==> config.mk <==
export PLATFORM = sky130hd
export DESIGN_NAME = alu_seq_unit
export DESIGN_NICKNAME = d
export VERILOG_FILES = /design/src/rtl/alu_pkg.sv /design/src/rtl/alu_decode.sv /design/src/rtl/alu_seq_unit.sv
export SDC_FILE = /design/constraint.sdc
export NUM_CORES = 1
export LEC_CHECK = 0
export ABC_AREA = 1
export CORE_MARGIN = 2
export CORE_UTILIZATION = 30
export DETAILED_ROUTE_END_ITERATION = 6
export SLEW_MARGIN = 30
export SYNTH_ARGS = -nofsm -noshare
export SYNTH_HDL_FRONTEND = slang
export SYNTH_HIERARCHICAL = 1
export SYNTH_SLANG_ARGS = --single-unit
==> constraint.sdc <==
create_clock -name clk -period 7.14 [get_ports clk]
set_input_delay 1.428 -clock clk [delete_from_list [all_inputs] [get_ports clk]]
set_output_delay 1.428 -clock clk [all_outputs]
set_load 0.005 [all_outputs]
==> src/rtl/alu_pkg.sv <==
// Shared definitions for the sequential ALU: control codes, MIPS function
// field values and the iterative-op state machine encoding.
package alu_pkg;

    typedef enum logic [3:0] {
        CTRL_AND     = 4'd0,
        CTRL_OR      = 4'd1,
        CTRL_ADD     = 4'd2,
        CTRL_MULT    = 4'd3,
        CTRL_MULTU   = 4'd4,
        CTRL_DIV     = 4'd5,
        CTRL_SUB     = 4'd6,
        CTRL_SLT     = 4'd7,
        CTRL_SLTU    = 4'd8,
        CTRL_XOR     = 4'd9,
        CTRL_DIVU    = 4'd10,
        CTRL_MFHI    = 4'd11,
        CTRL_NOR     = 4'd12,
        CTRL_LUI     = 4'd13,
        CTRL_MFLO    = 4'd14,
        CTRL_ILLEGAL = 4'd15
    } ctrl_t;

    localparam logic [5:0] FN_MFHI  = 6'd16;
    localparam logic [5:0] FN_MFLO  = 6'd18;
    localparam logic [5:0] FN_MULT  = 6'd24;
    localparam logic [5:0] FN_MULTU = 6'd25;
    localparam logic [5:0] FN_DIV   = 6'd26;
    localparam logic [5:0] FN_DIVU  = 6'd27;
    localparam logic [5:0] FN_ADD   = 6'd32;
    localparam logic [5:0] FN_SUB   = 6'd34;
    localparam logic [5:0] FN_AND   = 6'd36;
    localparam logic [5:0] FN_OR    = 6'd37;
    localparam logic [5:0] FN_XOR   = 6'd38;
    localparam logic [5:0] FN_NOR   = 6'd39;
    localparam logic [5:0] FN_SLT   = 6'd42;
    localparam logic [5:0] FN_SLTU  = 6'd43;

    typedef enum logic [1:0] {
        ST_IDLE = 2'd0,
        ST_MUL  = 2'd1,
        ST_DIV  = 2'd2,
        ST_FIN  = 2'd3
    } state_t;

    function automatic logic is_iterative(input ctrl_t c);
        return (c == CTRL_MULT) || (c == CTRL_MULTU) || (c == CTRL_DIV) || (c == CTRL_DIVU);
    endfunction

endpackage

==> src/rtl/alu_decode.sv <==
// Main-decoder class plus R-type function field to 4-bit ALU control code.
module alu_decode
    import alu_pkg::*;
(
    input  logic [1:0] alu_op,
    input  logic [5:0] func_code,
    output ctrl_t      code
);

    always_comb begin
        code = CTRL_ILLEGAL;
        case (alu_op)
            2'd0: code = CTRL_ADD;
            2'd1: code = CTRL_SUB;
            2'd3: code = CTRL_LUI;
            default: begin
                case (func_code)
                    FN_ADD:   code = CTRL_ADD;
                    FN_SUB:   code = CTRL_SUB;
                    FN_AND:   code = CTRL_AND;
                    FN_OR:    code = CTRL_OR;
                    FN_NOR:   code = CTRL_NOR;
                    FN_SLT:   code = CTRL_SLT;
                    FN_SLTU:  code = CTRL_SLTU;
                    FN_XOR:   code = CTRL_XOR;
                    FN_MULT:  code = CTRL_MULT;
                    FN_MULTU: code = CTRL_MULTU;
                    FN_DIV:   code = CTRL_DIV;
                    FN_DIVU:  code = CTRL_DIVU;
                    FN_MFHI:  code = CTRL_MFHI;
                    FN_MFLO:  code = CTRL_MFLO;
                    default:  code = CTRL_ILLEGAL;
                endcase
            end
        endcase
    end

endmodule

==> src/rtl/alu_seq_unit.sv <==
// Single-cycle ALU with an iterative shift-add multiplier and restoring divider
// sharing one accumulator pair; results land in result and the HI/LO registers.
module alu_seq_unit
    import alu_pkg::*;
#(
    parameter int WIDTH = 32
) (
    input  logic             clk,
    input  logic             reset,
    input  logic             valid_in,
    input  logic [1:0]       alu_op,
    input  logic [5:0]       func_code,
    input  logic [WIDTH-1:0] a,
    input  logic [WIDTH-1:0] b,
    output logic [WIDTH-1:0] result,
    output logic             zero,
    output logic             done,
    output logic             busy,
    output logic [WIDTH-1:0] hi,
    output logic [WIDTH-1:0] lo,
    output logic             illegal,
    output logic             div_by_zero
);

    localparam int CNT_W = $clog2(WIDTH);

    ctrl_t              code;
    state_t             state, next_state;
    logic               accept, signed_op, div_op, a_neg, b_neg;
    logic [WIDTH-1:0]   a_mag, b_mag, alu_out;
    logic [WIDTH-1:0]   acc_hi, acc_lo, opnd;
    logic [CNT_W-1:0]   iter_cnt;
    logic               neg_lo, neg_hi, op_div, dbz_pend;
    logic [WIDTH:0]     mul_sum, div_shift, div_diff;
    logic [2*WIDTH-1:0] prod_fix;
    logic [WIDTH-1:0]   fin_hi, fin_lo;

    alu_decode u_decode (
        .alu_op    (alu_op),
        .func_code (func_code),
        .code      (code)
    );

    assign busy      = (state != ST_IDLE);
    assign accept    = valid_in && !busy;
    assign signed_op = (code == CTRL_MULT) || (code == CTRL_DIV);
    assign div_op    = (code == CTRL_DIV) || (code == CTRL_DIVU);
    assign a_neg     = signed_op && a[WIDTH-1];
    assign b_neg     = signed_op && b[WIDTH-1];
    assign a_mag     = a_neg ? -a : a;
    assign b_mag     = b_neg ? -b : b;

    always_comb begin
        alu_out = '0;
        case (code)
            CTRL_ADD:  alu_out = a + b;
            CTRL_SUB:  alu_out = a - b;
            CTRL_AND:  alu_out = a & b;
            CTRL_OR:   alu_out = a | b;
            CTRL_XOR:  alu_out = a ^ b;
            CTRL_NOR:  alu_out = ~(a | b);
            CTRL_SLT:  alu_out = {{(WIDTH-1){1'b0}}, $signed(a) < $signed(b)};
            CTRL_SLTU: alu_out = {{(WIDTH-1){1'b0}}, a < b};
            CTRL_LUI:  alu_out = b << (WIDTH/2);
            CTRL_MFHI: alu_out = hi;
            CTRL_MFLO: alu_out = lo;
            default:   alu_out = '0;
        endcase
    end

    // One multiply step adds the multiplicand into the upper half and shifts
    // the product right; one divide step shifts a dividend bit into the remainder.
    assign mul_sum   = {1'b0, acc_hi} + (acc_lo[0] ? {1'b0, opnd} : '0);
    assign div_shift = {acc_hi, acc_lo[WIDTH-1]};
    assign div_diff  = div_shift - {1'b0, opnd};

    assign prod_fix = neg_lo ? -{acc_hi, acc_lo} : {acc_hi, acc_lo};
    assign fin_lo   = op_div ? (neg_lo ? -acc_lo : acc_lo) : prod_fix[WIDTH-1:0];
    assign fin_hi   = op_div ? (neg_hi ? -acc_hi : acc_hi) : prod_fix[2*WIDTH-1:WIDTH];

    always_ff @(posedge clk) begin
        if (reset) state <= ST_IDLE;
        else       state <= next_state;
    end

    always_comb begin
        next_state = state;
        case (state)
            ST_IDLE: begin
                if (accept && is_iterative(code)) begin
                    if (div_op && (b == '0)) next_state = ST_FIN;
                    else if (div_op)         next_state = ST_DIV;
                    else                     next_state = ST_MUL;
                end
            end
            ST_MUL, ST_DIV: begin
                if (iter_cnt == CNT_W'(WIDTH-1)) next_state = ST_FIN;
            end
            default: next_state = ST_IDLE;
        endcase
    end

    always_ff @(posedge clk) begin
        if (reset) begin
            result      <= '0;
            zero        <= 1'b1;
            done        <= 1'b0;
            hi          <= '0;
            lo          <= '0;
            illegal     <= 1'b0;
            div_by_zero <= 1'b0;
            acc_hi      <= '0;
            acc_lo      <= '0;
            opnd        <= '0;
            iter_cnt    <= '0;
            neg_lo      <= 1'b0;
            neg_hi      <= 1'b0;
            op_div      <= 1'b0;
            dbz_pend    <= 1'b0;
        end else begin
            done <= 1'b0;
            case (state)
                ST_IDLE: begin
                    if (accept) begin
                        illegal     <= (code == CTRL_ILLEGAL);
                        div_by_zero <= 1'b0;
                        iter_cnt    <= '0;
                        op_div      <= div_op;
                        dbz_pend    <= 1'b0;
                        if (!is_iterative(code)) begin
                            result <= alu_out;
                            zero   <= (alu_out == '0);
                            done   <= 1'b1;
                        end else if (div_op && (b == '0)) begin
                            // Preloading the accumulators lets the normal FIN path
                            // publish hi = a, lo = all ones.
                            acc_hi   <= a;
                            acc_lo   <= '1;
                            neg_lo   <= 1'b0;
                            neg_hi   <= 1'b0;
                            dbz_pend <= 1'b1;
                        end else begin
                            acc_hi <= '0;
                            acc_lo <= div_op ? a_mag : b_mag;
                            opnd   <= div_op ? b_mag : a_mag;
                            neg_lo <= a_neg ^ b_neg;
                            neg_hi <= a_neg;
                        end
                    end
                end
                ST_MUL: begin
                    acc_hi   <= mul_sum[WIDTH:1];
                    acc_lo   <= {mul_sum[0], acc_lo[WIDTH-1:1]};
                    iter_cnt <= iter_cnt + CNT_W'(1);
                end
                ST_DIV: begin
                    if (!div_diff[WIDTH]) begin
                        acc_hi <= div_diff[WIDTH-1:0];
                        acc_lo <= {acc_lo[WIDTH-2:0], 1'b1};
                    end else begin
                        acc_hi <= div_shift[WIDTH-1:0];
                        acc_lo <= {acc_lo[WIDTH-2:0], 1'b0};
                    end
                    iter_cnt <= iter_cnt + CNT_W'(1);
                end
                default: begin
                    hi          <= fin_hi;
                    lo          <= fin_lo;
                    result      <= fin_lo;
                    zero        <= (fin_lo == '0);
                    div_by_zero <= dbz_pend;
                    done        <= 1'b1;
                end
            endcase
        end
    end

endmodule

==> impl_metrics.env, run 1 <==
export IMPL_status="completed"
export IMPL_grt_max_degree=76
export IMPL_total_power_uw=8739
export IMPL_ys_seq_area_share_pct=16.01
export IMPL_cts_root_buffer="clkbuf_16"
export IMPL_core_area_mm2=0.08528
export IMPL_antenna_found_initial=11
export IMPL_holdWs_ns=0.4754
export IMPL_final_setup_tns_ns=0
export IMPL_clock_sinks=207
export IMPL_wl_per_cell_um=25.74
export IMPL_drc=0
export IMPL_cp_required_ns=7.66
export IMPL_via_count=32790
export IMPL_grt_util_met2_pct=48.51
export IMPL_setup_violations=0
export IMPL_dieArea_mm2=0.08867
export IMPL_hold_violations=0
export IMPL_cp_start_kind="input port"
export IMPL_crit_type="input port to flop"
export IMPL_cp_end_kind="flop"
export IMPL_syn2layout_area_growth_pct=14.18
export IMPL_die_y_um=297.8
export IMPL_start_util_pct=30.36
export IMPL_cts_buffer_depth=3
export IMPL_grt_pass1_wl_um=212100
export IMPL_cts_resized=0
export IMPL_min_period_over_period_pct=78.66
export IMPL_postSynth_asyncResetShare_pct=0
export IMPL_grt_most_used_layer="met2"
export IMPL_postRouteAntennaNets=0
export IMPL_period_minus_slack_ns=5.617
export IMPL_grt_pass1_vias=29300
export IMPL_finalMaxSlewViolations=0
export IMPL_synth_edf_count=0
export IMPL_holdBufCountCts=0
export IMPL_clkTransAtPathRegs_ns=0.07
export IMPL_final_cell_mix="nand2_1, inv_1, nor2_1"
export IMPL_dpl_cell_count=5847
export IMPL_fin_nets=4990
export IMPL_routed_wl_um=151900
export IMPL_mostFrequentLayoutCell="nand2_1"
export IMPL_fin_cells=5900
export IMPL_syn_area_mm2=0.02589
export IMPL_synth_flop_cell="dfxtp_1"
export IMPL_via_per_inst=5.557
export IMPL_grt_use_met1_pct=46.19
export IMPL_drt_iter0_drc=4457
export IMPL_max_vdd_ir_drop_mv=0.4390
export IMPL_port_buffer_count=175
export IMPL_max_freq_ghz=0.1780
export IMPL_r2r_cells=16
export IMPL_min_path_cells=2
export IMPL_tritoncts="yes"
export IMPL_postCtsSetupBuffers=0
export IMPL_place_congestion=1.073
export IMPL_p_leak_uw=0.01431
export IMPL_synth_cells=4666
export IMPL_grt_overflow=0
export IMPL_h_tree_depth=1
export IMPL_hold_path_class="flop to flop"
export IMPL_track_usage_pct=32.54
export IMPL_max_cap_violations=0
export IMPL_ys_seq_elements=207
export IMPL_boundaryPins=176
export IMPL_fin_area_mm2=0.02956
export IMPL_cts_buffers=25
export IMPL_yosysWarningCount=6
export IMPL_rows=107
export IMPL_tightest_slew_ns=1.061
export IMPL_power_density_mw_per_mm2=295.6
export IMPL_finClkSkew_ns=0.03142
export IMPL_die_w_um=297.8
export IMPL_arrival_ns=6.14
export IMPL_synth_cell_types=56
export IMPL_grtUsageMet3_pct=7.424
export IMPL_insertion_delay_ns=0.58
export IMPL_drive_gt1_share_pct=3.370
export IMPL_drt_pass1_iter_count=7
export IMPL_syn_area_per_cell_um2=5.549
export IMPL_synth_fp_nets=4926
export IMPL_placed_cell_area_mm2=0.02863
export IMPL_dp_hpwl_um=125700
export IMPL_relSlewSlack_pct=28.51
export IMPL_crit_fanout=15
export IMPL_rsz0062_at_grt="false"
## worst max-delay path, stage by stage
cell and delay, ns:
clkdlybuf4s50_1 0.55, inv_1 0.10, ha_1 0.34, nand2_1 0.08, nand3_1 0.08, nand2_1 0.07
nand2_1 0.05, nand2_1 0.05, nand2_1 0.13, nand2_1 0.18, inv_1 0.13, nand2_1 0.61
o21ai_0 0.22, nor4_1 0.66, nand3_1 0.56, nor2_1 0.22, nand2_1 0.07, nor2_1 0.12
nand2_1 0.15, nor2_1 0.12, nand2_1 0.06, nand2_1 0.05, nand2_1 0.05, nand2_1 0.06
## path summary, 6_finish.rpt
path	slack (ns)	end	from
setup / recovery	1.52	zero	func_code[0]
hold / removal	0.48	iter_cnt[4]	iter_cnt[4]
setup reg to reg	2.89	acc_hi[27]	acc_lo[0]
hold reg to reg	0.48	iter_cnt[4]	iter_cnt[4]
## per-stage QoR
stage          setup WS [ns]  util [%]
6_report               1.523     34.66
5_1_grt                1.300     34.64
4_1_cts                1.802     34.64
3_5_place_dp           1.212     33.57
3_3_place_gp           1.141     33.57
2_1_floorplan          3.481         -
## synth_stat cells (18+ instances only)
cell	n	area [um^2]
a21oi_1	407	2037
a31oi_1	19	118.9
buf_2	45	225.2
clkbuf_1	101	379.1
dfxtp_1	207	4144
ha_1	181	2265
inv_1	682	2560
nand2_1	1294	4857
nand3_1	354	1772
nand4_1	43	269.0
nor2_1	487	1828
nor3_1	70	350.3
nor4_1	21	131.4
o211ai_1	62	465.5
o21ai_0	288	1441
o21ai_1	18	90.09
o21bai_1	31	232.7
o221ai_1	28	245.2
o22ai_1	65	406.6
xor2_1	86	753.2
## routing by layer
| metal | wire (um) | vias up |
|---|---|---|
| li1 | - | 15290 |
| met1 | 66980 | 15340 |
| met2 | 62760 | 1896 |
| met3 | 16650 | 256 |
| met4 | 5432 | 6 |
| met5 | 41 | - |
## state kept, by name (all words and copies together) (netlist names)
| register | count |
|---|---|
| done | 1 |
| result | 32 |
| hi | 32 |
| iter_cnt | 5 |
| state | 2 |
| opnd | 32 |
| lo | 32 |
| dbz_pend | 1 |
| acc_lo | 32 |
| div_by_zero | 1 |
| op_div | 1 |
| illegal | 1 |
| neg_lo | 1 |
| acc_hi | 32 |
| neg_hi | 1 |
| zero | 1 |
## logic make-up (layout without fill, tap and decap cells)
kind of cell    Yosys count  after routing  share of synthesized area (%)
buf+inv                 880            962                          13.30
fa+ha+maj               185            185                          9.056
simple gates           2335           2335                          37.48
compound gates          960            960                          20.81
xor+xnor                 99             99                          3.349
other cells               0              8                              0
flops                   207            207                          16.01
## cell type report
| type | instances | area [um^2] |
|---|---|---|
| multi-input combinational | 3579 | 18340 |
| timing repair buffer | 219 | 2092 |
| fill | 9696 | 55720 |
| tap | 1144 | 1431 |
| clock buffer | 27 | 653.1 |
| sequential | 207 | 4145 |
| clock inverter | 18 | 256.5 |
| antenna | 8 | 20.02 |
| inverter | 698 | 2621 |
## where the power goes
| group | switching, uW | internal (uW) | total, uW |
|---|---|---|---|
| Clock | 606 | 852 | 1460 |
| Combinational | 4080 | 1600 | 5680 |
| Sequential | 268 | 1330 | 1600 |
| Total | 4960 | 3780 | 8740 |
(Power assumes the default switching activity.)
==> run 2: changes to the inputs <==
Clock period 7.14 ns to 4.55 ns, I/O delays scaled along.
==> impl_metrics.env, run 2 (synthesized netlist as in run 1, its figures left out) <==
export IMPL_clkTransAtPathRegs_ns=0.06
export IMPL_power_density_mw_per_mm2=445.1
export IMPL_final_cell_mix="nand2_1, inv_1, nor2_1"
export IMPL_h_tree_depth=1
export IMPL_rsz0062_at_grt="false"
export IMPL_p_leak_uw=0.01565
export IMPL_die_w_um=297.8
export IMPL_syn2layout_area_growth_pct=22.40
export IMPL_place_congestion=1.114
export IMPL_fin_cells=6157
export IMPL_finalMaxSlewViolations=0
export IMPL_tritoncts="yes"
export IMPL_finalWorstSetupSlack_ns=0.3268
export IMPL_grtUsageMet3_pct=8.809
export IMPL_wl_per_cell_um=24.86
export IMPL_cts_buffers=27
export IMPL_arrival_ns=4.76
export IMPL_grt_use_met1_pct=45.92
export IMPL_hold_violations=0
export IMPL_postRouteAntennaNets=0
export IMPL_multi_input_area_mm2=0.01833
export IMPL_cts_resized=0
export IMPL_grt_pass1_vias=30150
export IMPL_mostFrequentLayoutCell="nand2_1"
export IMPL_crit_fanout=9
export IMPL_finClkSkew_ns=0.03662
export IMPL_rows=107
export IMPL_failed_checks="DRC"
export IMPL_max_vdd_ir_drop_mv=0.4196
export IMPL_hold_path_class="flop to flop"
export IMPL_min_period_over_period_pct=92.82
export IMPL_via_per_inst=5.453
export IMPL_fill_cells=9645
export IMPL_drive_gt1_share_pct=8.440
export IMPL_clock_sinks=207
export IMPL_drt_pass1_iter_count=7
export IMPL_holdWs_ns=0.4640
export IMPL_period_minus_slack_ns=4.223
export IMPL_die_y_um=297.8
export IMPL_cts_root_buffer="clkbuf_16"
export IMPL_crit_type="input port to flop"
export IMPL_cp_end_kind="flop"
export IMPL_core_area_mm2=0.08528
export IMPL_start_util_pct=30.36
export IMPL_port_buffer_count=175
export IMPL_postCtsSetupBuffers=0
export IMPL_cts_buffer_depth=3
export IMPL_total_power_uw=14110
export IMPL_holdBufCountCts=0
export IMPL_via_count=33580
export IMPL_cp_required_ns=5.09
export IMPL_insertion_delay_ns=0.60
export IMPL_dp_slack_ns=-0.08524
export IMPL_fin_util_pct=37.16
export IMPL_max_cap_violations=0
export IMPL_grt_most_used_layer="met2"
export IMPL_tightest_slew_ns=0.9713
export IMPL_grt_util_met2_pct=48.02
export IMPL_relSlewSlack_pct=35.25
export IMPL_fin_nets=5252
export IMPL_setup_violations=0
export IMPL_track_usage_pct=32.99
export IMPL_drc=2
export IMPL_dp_hpwl_um=127800
export IMPL_dieArea_mm2=0.08867
export IMPL_seqCellArea_mm2=0.004145
export IMPL_routed_wl_um=153100
export IMPL_max_freq_ghz=0.2368
export IMPL_drt_iter0_drc=4499
export IMPL_cp_start_kind="input port"
export IMPL_dpl_cell_count=6106
export IMPL_status="complete, but fails checks"
export IMPL_antenna_found_initial=11
export IMPL_grt_overflow=0
export IMPL_grt_max_degree=86
export IMPL_boundaryPins=176
export IMPL_grt_pass1_wl_um=214900
==> run 2: metrics by stage <==
stage               TNS [ns]  instance area, um^2
floorplan                  0                25890
global placement     -0.2856                30740
detailed placement  -0.08524                30740
CTS                        0                31670
global route               0                31690
finish                     0                31690
==> run 2: where the power goes <==
part           total, uW  leakage (uW)  internal, uW  switching [uW]
Clock               2270      0.000455          1320             948
Sequential          2490       0.00168          2090             401
Combinational       9350        0.0135          2910            6440
Total              14100        0.0156          6320            7790
==> run 2: worst max-delay path: stages <==
cell	delay, ns
clkdlybuf4s50_1	0.63
inv_2	0.14
nand2_1	0.11
nand2_1	0.06
nand2_1	0.06
nand3_1	0.11
nand2_1	0.09
nand2_1	0.12
inv_1	0.11
nor2_1	0.07
nand2_1	0.35
o21ai_0	0.14
nor3_1	0.42
nand3_1	0.24
nor2_1	0.16
nand3_1	0.18
nor2_1	0.25
buf_4	0.17
nand3_1	0.07
nor2_1	0.11
nand2_1	0.07
nand2_1	0.05
nand2_1	0.06
nand2_1	0.06
==> run 2: area by class of cell <==
type	instances	area share, %
repair buffers	479	13.35
clock buffers	35	2.448
well taps	1144	4.517
multi-input cells	3579	57.85
flip-flops and latches	207	13.08
inverters	698	8.271
diodes	1	0.007896
clock inverters	14	0.4738
==> run 2: final timing paths <==
| path | start | to | slack [ns] | cells past startpoint |
|---|---|---|---|---|
| max | func_code[2] | zero | 0.33 | 24 |
| min | result[0] | result[0] | 0.46 | 2 |
| max reg2reg | acc_lo[31] | acc_hi[2] | 0.85 | 20 |
| min reg2reg | result[0] | result[0] | 0.46 | 2 |
==> run 2: metal layers <==
layer	vias to the layer above	wire length (um)
li1	15810	-
met5	-	49
met3	287	17680
met1	15580	66570
met4	10	7093
met2	1887	61660
